<file path="src/rtl/mult_pkg.sv">
// Shared types and helpers for the sequential shift-and-add multiplier.
package mult_pkg;

  typedef enum logic [1:0] {
    ST_IDLE = 2'd0,
    ST_RUN  = 2'd1,
    ST_DONE = 2'd2
  } state_t;

  // Bits needed to count multiplier positions 0..width-1.
  function automatic int cnt_w(input int width);
    return (width < 2) ? 1 : $clog2(width);
  endfunction

  // Two's-complement negate when neg is set; callers truncate to their own width.
  function automatic logic [63:0] abs_w(input logic [63:0] x, input logic neg);
    return neg ? (~x + 64'd1) : x;
  endfunction

endpackage

</file>
<file path="src/rtl/seq_mult_sign_unit.sv">
// Conditional two's-complement negate of a W-bit value: magnitude of a signed operand
// on load, or sign restoration of the 2W-bit product on finish.
module seq_mult_sign_unit
  import mult_pkg::*;
#(
  parameter int W = 16
) (
  input  logic [W-1:0] x,
  input  logic         neg,
  output logic [W-1:0] y
);

  assign y = W'(abs_w(64'(x), neg));

endmodule

</file>
<file path="src/rtl/seq_mult_shift_add.sv">
// Sequential WIDTH x WIDTH shift-and-add multiplier: one multiplier bit per clock,
// valid/ready start, signed/unsigned per op, abort, optional early exit.
module seq_mult_shift_add
  import mult_pkg::*;
#(
  parameter int WIDTH      = 16,
  parameter int EARLY_EXIT = 0
) (
  input  logic                 clk,
  input  logic                 rst,
  input  logic                 start_valid,
  output logic                 start_ready,
  input  logic                 signed_mode,
  input  logic [WIDTH-1:0]     ain,
  input  logic [WIDTH-1:0]     bin,
  input  logic                 abort,
  output logic                 busy,
  output logic                 done,
  output logic [2*WIDTH-1:0]   yout
);

  localparam int CW = cnt_w(WIDTH);
  localparam int PW = 2 * WIDTH;

  state_t           state;
  logic [WIDTH-1:0] areg;
  logic [WIDTH-1:0] breg;
  logic [WIDTH-1:0] breg_next;
  logic [WIDTH-1:0] mag_a;
  logic [WIDTH-1:0] mag_b;
  logic             neg;
  logic [PW-1:0]    acc;
  logic [PW-1:0]    addend;
  logic [PW-1:0]    acc_next;
  logic [PW-1:0]    product;
  logic [CW-1:0]    cnt;
  logic             last_bit;

  seq_mult_sign_unit #(.W(WIDTH)) u_sign_a (
    .x   (ain),
    .neg (signed_mode & ain[WIDTH-1]),
    .y   (mag_a)
  );

  seq_mult_sign_unit #(.W(WIDTH)) u_sign_b (
    .x   (bin),
    .neg (signed_mode & bin[WIDTH-1]),
    .y   (mag_b)
  );

  // Product sign is applied to the final accumulator value in the finishing cycle.
  seq_mult_sign_unit #(.W(PW)) u_sign_p (
    .x   (acc_next),
    .neg (neg),
    .y   (product)
  );

  always_comb begin
    addend    = breg[0] ? (PW'(areg) << cnt) : '0;
    acc_next  = acc + addend;
    breg_next = breg >> 1;
    last_bit  = (cnt == CW'(WIDTH - 1)) ||
                ((EARLY_EXIT != 0) && (breg_next == '0));
  end

  always_ff @(posedge clk or posedge rst) begin
    if (rst) begin
      state <= ST_IDLE;
      areg  <= '0;
      breg  <= '0;
      neg   <= 1'b0;
      acc   <= '0;
      cnt   <= '0;
      yout  <= '0;
    end else begin
      case (state)
        ST_IDLE: begin
          if (start_valid) begin
            areg  <= mag_a;
            breg  <= mag_b;
            neg   <= signed_mode & (ain[WIDTH-1] ^ bin[WIDTH-1]);
            acc   <= '0;
            cnt   <= '0;
            state <= ST_RUN;
          end
        end
        ST_RUN: begin
          // Abort beats completion when both land on the same edge.
          if (abort) begin
            state <= ST_IDLE;
          end else begin
            acc  <= acc_next;
            breg <= breg_next;
            cnt  <= cnt + CW'(1);
            if (last_bit) begin
              yout  <= product;
              state <= ST_DONE;
            end
          end
        end
        ST_DONE: state <= ST_IDLE;
        default: state <= ST_IDLE;
      endcase
    end
  end

  assign start_ready = (state == ST_IDLE);
  assign busy        = (state != ST_IDLE);
  assign done        = (state == ST_DONE);

endmodule
</file>
<file path="config.mk">
export PLATFORM = sky130hd
export DESIGN_NAME = seq_mult_shift_add
export DESIGN_NICKNAME = d
export VERILOG_FILES = /design/src/rtl/mult_pkg.sv /design/src/rtl/seq_mult_sign_unit.sv /design/src/rtl/seq_mult_shift_add.sv
export SDC_FILE = /design/constraint.sdc
export NUM_CORES = 1
export LEC_CHECK = 0
export CAP_MARGIN = 10
export CELL_PAD_IN_SITES_DETAIL_PLACEMENT = 1
export CELL_PAD_IN_SITES_GLOBAL_PLACEMENT = 1
export CORE_UTILIZATION = 40
export DETAILED_ROUTE_END_ITERATION = 8
export GPL_ROUTABILITY_DRIVEN = 0
export GPL_TIMING_DRIVEN = 0
export PLACE_DENSITY_LB_ADDON = 0.1
export REMOVE_ABC_BUFFERS = 1
export SYNTH_ARGS = -nofsm -noshare
export SYNTH_HDL_FRONTEND = slang
export SYNTH_SLANG_ARGS = --single-unit
export TNS_END_PERCENT = 10
</file>
<file path="constraint.sdc">
create_clock -name clk -period 5 [get_ports clk]
set_input_delay 1.5 -clock clk [delete_from_list [all_inputs] [get_ports clk]]
set_output_delay 1.5 -clock clk [all_outputs]
set_load 0.01 [all_outputs]
</file>
==> run summary, run 1 <==
### Status
• result of the run: finished, final reports clean

### Setup path
• capturing point of the worst reg2reg path: yout[26]
• data arrival time of the critical path: 5.28 ns
• type of element launching the critical path: flip-flop
• CP max FO: 8
• Worst Setup End Kind: flip-flop
• Worst R2R Start: cnt[1]
• CP required: 5.29 ns
• worst-path cell chain: buf_6, mux4_2, mux2i_2, nor2_1, a31oi_1, nor2_2, ha_4, nand2_2, or4_4, a21oi_4, nor2_2, xnor2_2, or4_4, or4_4, nand4b_4, o31a_1, xor2_1, o21ai_1
• Most common cell on crit path: sky130_fd_sc_hd__or4_4
• Worst R2R Setup Slack: 0.01 ns
• type of the setup path with the least slack: reg2reg
• highest-delay cell along the critical path: sky130_fd_sc_hd__or4_4
• largest stage delay on the critical path: 0.60 ns
• cell count of the worst reg-to-reg path: 18

### Finish
• antenna cell count: 0
• layout cell share with drive strength beyond 1: 0.176
• highest-count cells in the layout ignoring fill and taps: sky130_fd_sc_hd__nand2_1, sky130_fd_sc_hd__dfrtp_1, sky130_fd_sc_hd__o21ai_0
• Core Util, Final: 0.522
• Syn-to-layout area delta: 27.4%
• most common library cell in the layout ignoring fill and taps: sky130_fd_sc_hd__nand2_1
• Fill cells: 2196
• nets@finish: 1091

### Timing
• final worst-path setup slack: 0.00990 ns
• worst hold margin: 0.477 ns
• unrepaired setup endpoints after global routing: yes
• Final setup viols: 0
• transition at the pin with the smallest max-transition slack: 0.897 ns
• worst clock skew on the final layout: 0.00814 ns
• Slew Viols, Final: 0
• sum of negative setup slack: 0 ns
• max_slew headroom: 0.401
• Tmin final: 4.99 ns
• part of the cycle the worst path needs: 0.998
• final hold violation count: 0
• f_max: 200 MHz

### Die
• # IOs: 72
• height of the chip: 141 um
• # rows: 50
• Chip Width: 141 um
• Initial Util: 0.410
• Total Die Area: 0.0199 mm^2
• placeable core region: 0.0188 mm^2

### Detailed routing
• total wire length after detailed routing: 22900 um
• average wire per standard cell: 17.8 um
• Remaining DRCs: 0
• Vias/cell: 5.53
• number of design-rule violations left by the first detailed-router iteration: 344
• number of search-and-repair iterations in the first detailed-routing pass: 5
• Routed Antenna Nets: 0
• vias after detailed routing: 7092

### Synthesis
• share of flip-flops with an asynchronous set or reset: 1.00
• post-synthesis sequential area ratio: 0.334
• number of distinct library cells after synthesis: 66
• Yosys warning total: 0
• Post-synth EDFFs: 0
• dominant cells by area after synthesis: sky130_fd_sc_hd__dfrtp_1, sky130_fd_sc_hd__nand2_1, sky130_fd_sc_hd__o21ai_0
• area share of the largest cell type after synthesis: 0.334
• synthesized area divided by synthesized cell count: 8.26 um^2
• Gate Count Post-Synth: 935
• ys flop type: sky130_fd_sc_hd__dfrtp_1
• netlist area before placement: 0.00772 mm^2
• number of storage elements in the synthesis netlist: 103
• Yosys top cell by area: sky130_fd_sc_hd__dfrtp_1

### GRT
• GR Overflow Total: 0
• global-route wire length before repair: 36600 um
• pin count of the biggest net entering global routing: 63
• number of antenna violations at the first check in global routing: 0
• vias in the first global route: 7042
• overall track demand over capacity in global routing: 0.232

### Clock tree
• number of levels in the clock H-tree: 3
• Clock Sink Count: 103
• TritonCTS Buffers: 9
• cell at the root of the clock tree: sky130_fd_sc_hd__clkbuf_16
• clk buf depth: 2
• hold-fix buffer count after cts: 0
• Worst-path clk slew: 0.07 ns
• clock latency of the later-clocked register in the worst-skew pair: 0.36 ns
• TritonCTS clock tree: yes

### Worst hold path
• start point of the worst hold path: yout[9]
• type of the tightest min-delay check: reg2reg
• number of cells on the worst hold path: 2
• end point of the most critical hold path: yout[9]

### Placement
• Placement Setup Slack: -0.907 ns
• buffers added on ports: 71
• post-detail-place hpwl: 15900 um

### Pwr
• VDD IR max: 0.000204 V
• Leak Pwr: 4.16 nW
• power per cell area: 446 mW/mm^2

### Flow run
• reported max-cap violation count: 0

==> power breakdown <==
group,switching (mW),leakage (nW),internal (mW)
registers,0.168,1.37,0.972
logic,1.34,2.62,1.09
clock network,0.347,0.165,0.482
==> cell families after synthesis <==
family                   Yosys count  synth area share
adder cells (fa/ha/maj)           36            0.0593
AND/OR/NAND/NOR                  323             0.197
multiplexers                      27            0.0442
XOR/XNOR                          78            0.0909
flip-flops                       103             0.334
buffers and inverters             78            0.0389
AO/OA/AOI/OAI                    290             0.237
==> critical path, delay by kind of cell, from the launching register on <==
| kind | cells | cell delay, ns |
|---|---|---|
| AO/OA/AOI/OAI | 4 | 0.83 |
| multiplexers | 2 | 0.56 |
| flip-flops | 1 | 0.55 |
| AND/OR/NAND/NOR | 8 | 2.18 |
| buffers and inverters | 1 | 0.16 |
| adder cells (fa/ha/maj) | 1 | 0.31 |
| XOR/XNOR | 2 | 0.31 |
==> worst max path at each step <==
| stage | start | end | slack, ns | cells after the start |
|---|---|---|---|---|
| final | cnt[1] | yout[26] | 0.01 | 18 |
| after detailed placement | cnt[0] | yout[31] | -0.91 | 17 |
| after global placement | abort | breg[0] | -1.97 | 5 |
| after global routing | cnt[1] | yout[26] | -0.24 | 18 |
| after floorplan | cnt[0] | yout[29] | -0.16 | 16 |
| after CTS | cnt[0] | yout[31] | 0.01 | 18 |
==> synthesized netlist by cell type, types with 3 or more instances <==
cell	n
sky130_fd_sc_hd__and2_1	9
sky130_fd_sc_hd__nor2_1	68
sky130_fd_sc_hd__nand2_1	147
sky130_fd_sc_hd__o41ai_1	5
sky130_fd_sc_hd__a22o_1	22
sky130_fd_sc_hd__a31oi_1	8
sky130_fd_sc_hd__a21oi_1	66
sky130_fd_sc_hd__o22ai_1	6
sky130_fd_sc_hd__and3_1	8
sky130_fd_sc_hd__o31ai_1	13
sky130_fd_sc_hd__dfrtp_1	103
sky130_fd_sc_hd__ha_1	35
sky130_fd_sc_hd__o21ai_1	13
sky130_fd_sc_hd__inv_1	25
sky130_fd_sc_hd__nor2b_1	6
sky130_fd_sc_hd__or4_4	4
sky130_fd_sc_hd__mux2i_1	15
sky130_fd_sc_hd__a211oi_1	11
sky130_fd_sc_hd__or3_1	10
sky130_fd_sc_hd__nor3_1	18
sky130_fd_sc_hd__or4_1	5
sky130_fd_sc_hd__xnor2_1	38
sky130_fd_sc_hd__o21ai_0	98
sky130_fd_sc_hd__nand3_1	19
sky130_fd_sc_hd__nand4_1	9
sky130_fd_sc_hd__mux2_2	7
sky130_fd_sc_hd__clkbuf_1	49
sky130_fd_sc_hd__a21o_1	15
sky130_fd_sc_hd__buf_1	3
sky130_fd_sc_hd__nand2b_1	4
sky130_fd_sc_hd__or2_2	3
sky130_fd_sc_hd__xor2_1	39
sky130_fd_sc_hd__nor3b_1	3
sky130_fd_sc_hd__o21a_1	4
sky130_fd_sc_hd__o21bai_1	3
sky130_fd_sc_hd__mux4_2	5
==> through the flow <==
stage          std cells  cell area [um^2]  total power, mW
2_1_floorplan        882              7520             2.48
3_3_place_gp        1213              8550             2.92
3_5_place_dp        1219              8700             2.99
4_1_cts             1256              9420             4.04
5_1_grt             1283              9840             4.66
6_report            1283              9840             4.39
==> state kept, by name, indices dropped and copies added, names as in the netlist <==
| signal | cells |
|---|---|
| acc | 32 |
| state | 2 |
| cnt | 4 |
| breg | 16 |
| areg | 16 |
| yout | 32 |
| neg | 1 |
==> what timing repair did <==
action	in CTS	in global routing
resized for setup	49	58
setup buffers	21	27
setup endpoints to repair	20	12
pin swaps	8	21
==> per-layer routing <==
metal,vias up,global-route usage,wire (um)
li1,3518,-,-
met1,3427,0.314,10900
met2,121,0.385,11000
met3,26,0.0234,522
met4,0,0.0812,471
met5,-,0,0
==> layout make-up <==
type                            instances  area, um^2  area share
Multi-Input combinational cell        754        5250       0.534
Sequential cell                       103        2590       0.263
Timing Repair Buffer                  125        1220       0.124
Tap cell                              260         325      0.0331
Clock buffer                           12         267      0.0271
Inverter                               25         105      0.0107
Clock inverter                          4        76.3     0.00776
Note: power is estimated with default switching activity, not from simulation.
==> inputs of run 2 (changes only) <==
- CORE_UTILIZATION: 40 -> 48
- REMOVE_ABC_BUFFERS: 1 -> not set
- clock period: 5 -> 6.15 ns (I/O delays scaled with it)
==> run summary, run 2 (synthesis results as in run 1) <==
### Status
• result of the run: finished, final reports clean

### Worst hold path
• type of the tightest min-delay check: reg2reg
• number of cells on the worst hold path: 2, unchanged

### Setup path
• type of the setup path with the least slack: reg2reg
• CP required: 6.39 ns, +1.10 ns
• Worst Setup End Kind: flip-flop
• CP max FO: 10, +2
• type of element launching the critical path: flip-flop
• data arrival time of the critical path: 6.08 ns, +0.80 ns
• cell count of the worst reg-to-reg path: 20, +2

### Detailed routing
• number of design-rule violations left by the first detailed-router iteration: 284, -17%
• Vias/cell: 5.94, +7.5%
• Remaining DRCs: 0, unchanged
• Routed Antenna Nets: 0, unchanged
• vias after detailed routing: 7336, +3.4%
• number of search-and-repair iterations in the first detailed-routing pass: 4, -1
• average wire per standard cell: 18.9 um, +5.8%
• total wire length after detailed routing: 23300 um, +1.9%

### Finish
• nets@finish: 1087, -0.37%
• layout cell share with drive strength beyond 1: 0.0540, -0.122
• Largest regs: acc x32, yout x32
• most common library cell in the layout ignoring fill and taps: sky130_fd_sc_hd__nand2_1
• post-route cell area: 0.00905 mm^2, -8.1%
• highest-count cells in the layout ignoring fill and taps: sky130_fd_sc_hd__nand2_1, sky130_fd_sc_hd__dfrtp_1, sky130_fd_sc_hd__o21ai_0
• Syn-to-layout area delta: 17.1%
• antenna cell count: 0, unchanged

### Timing
• max_slew headroom: 0.159, -0.242
• sum of negative setup slack: 0 ns, unchanged
• unrepaired setup endpoints after global routing: no
• final hold violation count: 0, unchanged
• transition at the pin with the smallest max-transition slack: 1.25 ns, +0.357 ns
• Tmin final: 5.83 ns, +0.842 ns
• part of the cycle the worst path needs: 0.948, -0.0497
• Slew Viols, Final: 0, unchanged
• Final setup viols: 0, unchanged
• f_max: 171 MHz, -14%
• worst clock skew on the final layout: 0.00622 ns, -0.00192 ns

### GRT
• vias in the first global route: 7459, +5.9%
• GR Overflow Total: 0, unchanged
• number of antenna violations at the first check in global routing: 0, unchanged
• overall track demand over capacity in global routing: 0.296, +0.0638
• pin count of the biggest net entering global routing: 65, +3.2%
• global-route wire length before repair: 38200 um, +4.4%

### Die
• Chip Width: 129 um, -8.6%
• # rows: 46, -8.0%
• height of the chip: 129 um, -8.6%
• placeable core region: 0.0158 mm^2, -16%
• Initial Util: 0.490, +0.0796
• # IOs: 72, unchanged
• Total Die Area: 0.0166 mm^2, -16%

### Clock tree
• TritonCTS Buffers: 9, unchanged
• clk buf depth: 2, unchanged
• clock latency of the later-clocked register in the worst-skew pair: 0.37 ns, about the same
• hold-fix buffer count after cts: 0, unchanged
• PostCTS Resize Cnt: 2, -96%
• Clock Sink Count: 103, unchanged
• setup repair bufs after CTS: 0, -100%
• number of levels in the clock H-tree: 3, unchanged
• cell at the root of the clock tree: sky130_fd_sc_hd__clkbuf_16
• TritonCTS clock tree: yes
• Worst-path clk slew: 0.08 ns, about the same

### Placement
• area after detailed placement: 0.00872 mm^2, +0.24%
• buffers added on ports: 70, -1.4%
• post-detail-place hpwl: 18200 um, +15%

### Flow run
• reported max-cap violation count: 0, unchanged

### Pwr
• power per cell area: 351 mW/mm^2, -21%
• VDD IR max: 0.000143 V, -30%
• Leak Pwr: 3.90 nW, -6.1%

### Synthesis
• total nets after synthesis: 1008

run 2: changes by cell type in the layout (fill, tap and decap cells not counted), moves of 5 or more:
cell                       change
sky130_fd_sc_hd__o21ai_0       +6
sky130_fd_sc_hd__mux2i_1       +5
sky130_fd_sc_hd__clkbuf_2      +5
sky130_fd_sc_hd__ha_4          -6
sky130_fd_sc_hd__dfrtp_1       +5
sky130_fd_sc_hd__a21oi_2       -5
sky130_fd_sc_hd__ha_1         +10
sky130_fd_sc_hd__clkbuf_1     +41
sky130_fd_sc_hd__nor2_2        -7
sky130_fd_sc_hd__buf_4        -43
sky130_fd_sc_hd__nand2_2       -6
sky130_fd_sc_hd__a21oi_1       +6
sky130_fd_sc_hd__nand2_1       +6
sky130_fd_sc_hd__nor2_1        +9
run 2: worst max-delay path: stages (launching register included):
cell and delay, ns:
sky130_fd_sc_hd__dfrtp_1 0.35, sky130_fd_sc_hd__clkbuf_1 0.29, sky130_fd_sc_hd__clkbuf_2 0.33, sky130_fd_sc_hd__mux2i_1 0.31, sky130_fd_sc_hd__a21oi_1 0.14, sky130_fd_sc_hd__mux2i_1 0.25
sky130_fd_sc_hd__nor2_1 0.07, sky130_fd_sc_hd__a31oi_1 0.15, sky130_fd_sc_hd__nor2_1 0.07, sky130_fd_sc_hd__ha_1 0.48, sky130_fd_sc_hd__nand2_1 0.12, sky130_fd_sc_hd__or4_1 0.52
sky130_fd_sc_hd__a21oi_1 0.34, sky130_fd_sc_hd__nor2_1 0.10, sky130_fd_sc_hd__xnor2_1 0.23, sky130_fd_sc_hd__or4_4 0.57, sky130_fd_sc_hd__or4_4 0.54, sky130_fd_sc_hd__nand4b_4 0.24
sky130_fd_sc_hd__o31ai_2 0.33, sky130_fd_sc_hd__xnor2_1 0.18, sky130_fd_sc_hd__o21ai_1 0.08
run 2: cell type report:
| cell class | instances | area, um^2 |
|---|---|---|
| Clock buffer | 9 | 225 |
| Inverter | 25 | 96.3 |
| Clock inverter | 7 | 95.1 |
| Multi-Input combinational cell | 754 | 4850 |
| Fill cell | 1964 | 6720 |
| Sequential cell | 103 | 2580 |
| Buffer | 50 | 201 |
| Timing Repair Buffer | 71 | 728 |
| Tap cell | 216 | 270 |
run 2: worst paths after layout:
kind / startpoint / end / slack, ns
setup / recovery: cnt[1] / yout[31] / 0.32
hold / removal: yout[12] / yout[12] / 0.48
setup reg to reg: cnt[1] / yout[31] / 0.32
hold reg to reg: yout[12] / yout[12] / 0.48
max in group asynchronous: rst / acc[6] / 3.58
min in group asynchronous: rst / breg[6] / 1.88
run 2: layer usage:
metal  part of all wire  global-route usage  vias up
li1                   -                   -     3511
met1               0.45               0.370     3646
met4              0.030               0.122        0
met2               0.50               0.523      132
met5                  0                   0        -
met3              0.020              0.0258       47
run 2: stage by stage:
step                      total power, mW   util  cells  hold WS, ns  setup WS [ns]
after global routing                 3.35  0.574   1235        0.506         0.0113
after CTS                            3.16  0.574   1238        0.485         0.0450
final                                3.17  0.574   1235        0.478          0.318
after floorplan                      2.04      -    935        0.450          0.908
after global placement               2.47  0.551   1221        0.460         0.0120
after detailed placement             2.51  0.553   1222        0.469        -0.0141
run 2: where the power goes:
part / internal, mW / switching (mW) / leakage, nW
clock: 0.358 / 0.278 / 0.156
sequential: 0.787 / 0.0873 / 1.38
combinational: 0.599 / 1.06 / 2.37
total: 1.74 / 1.43 / 3.90
==> inputs of run 3 (changes only) <==
- SLEW_MARGIN: not set -> 0
==> results of run 3 <==
The final DEF is identical to that of run 2; final timing and power are the same.
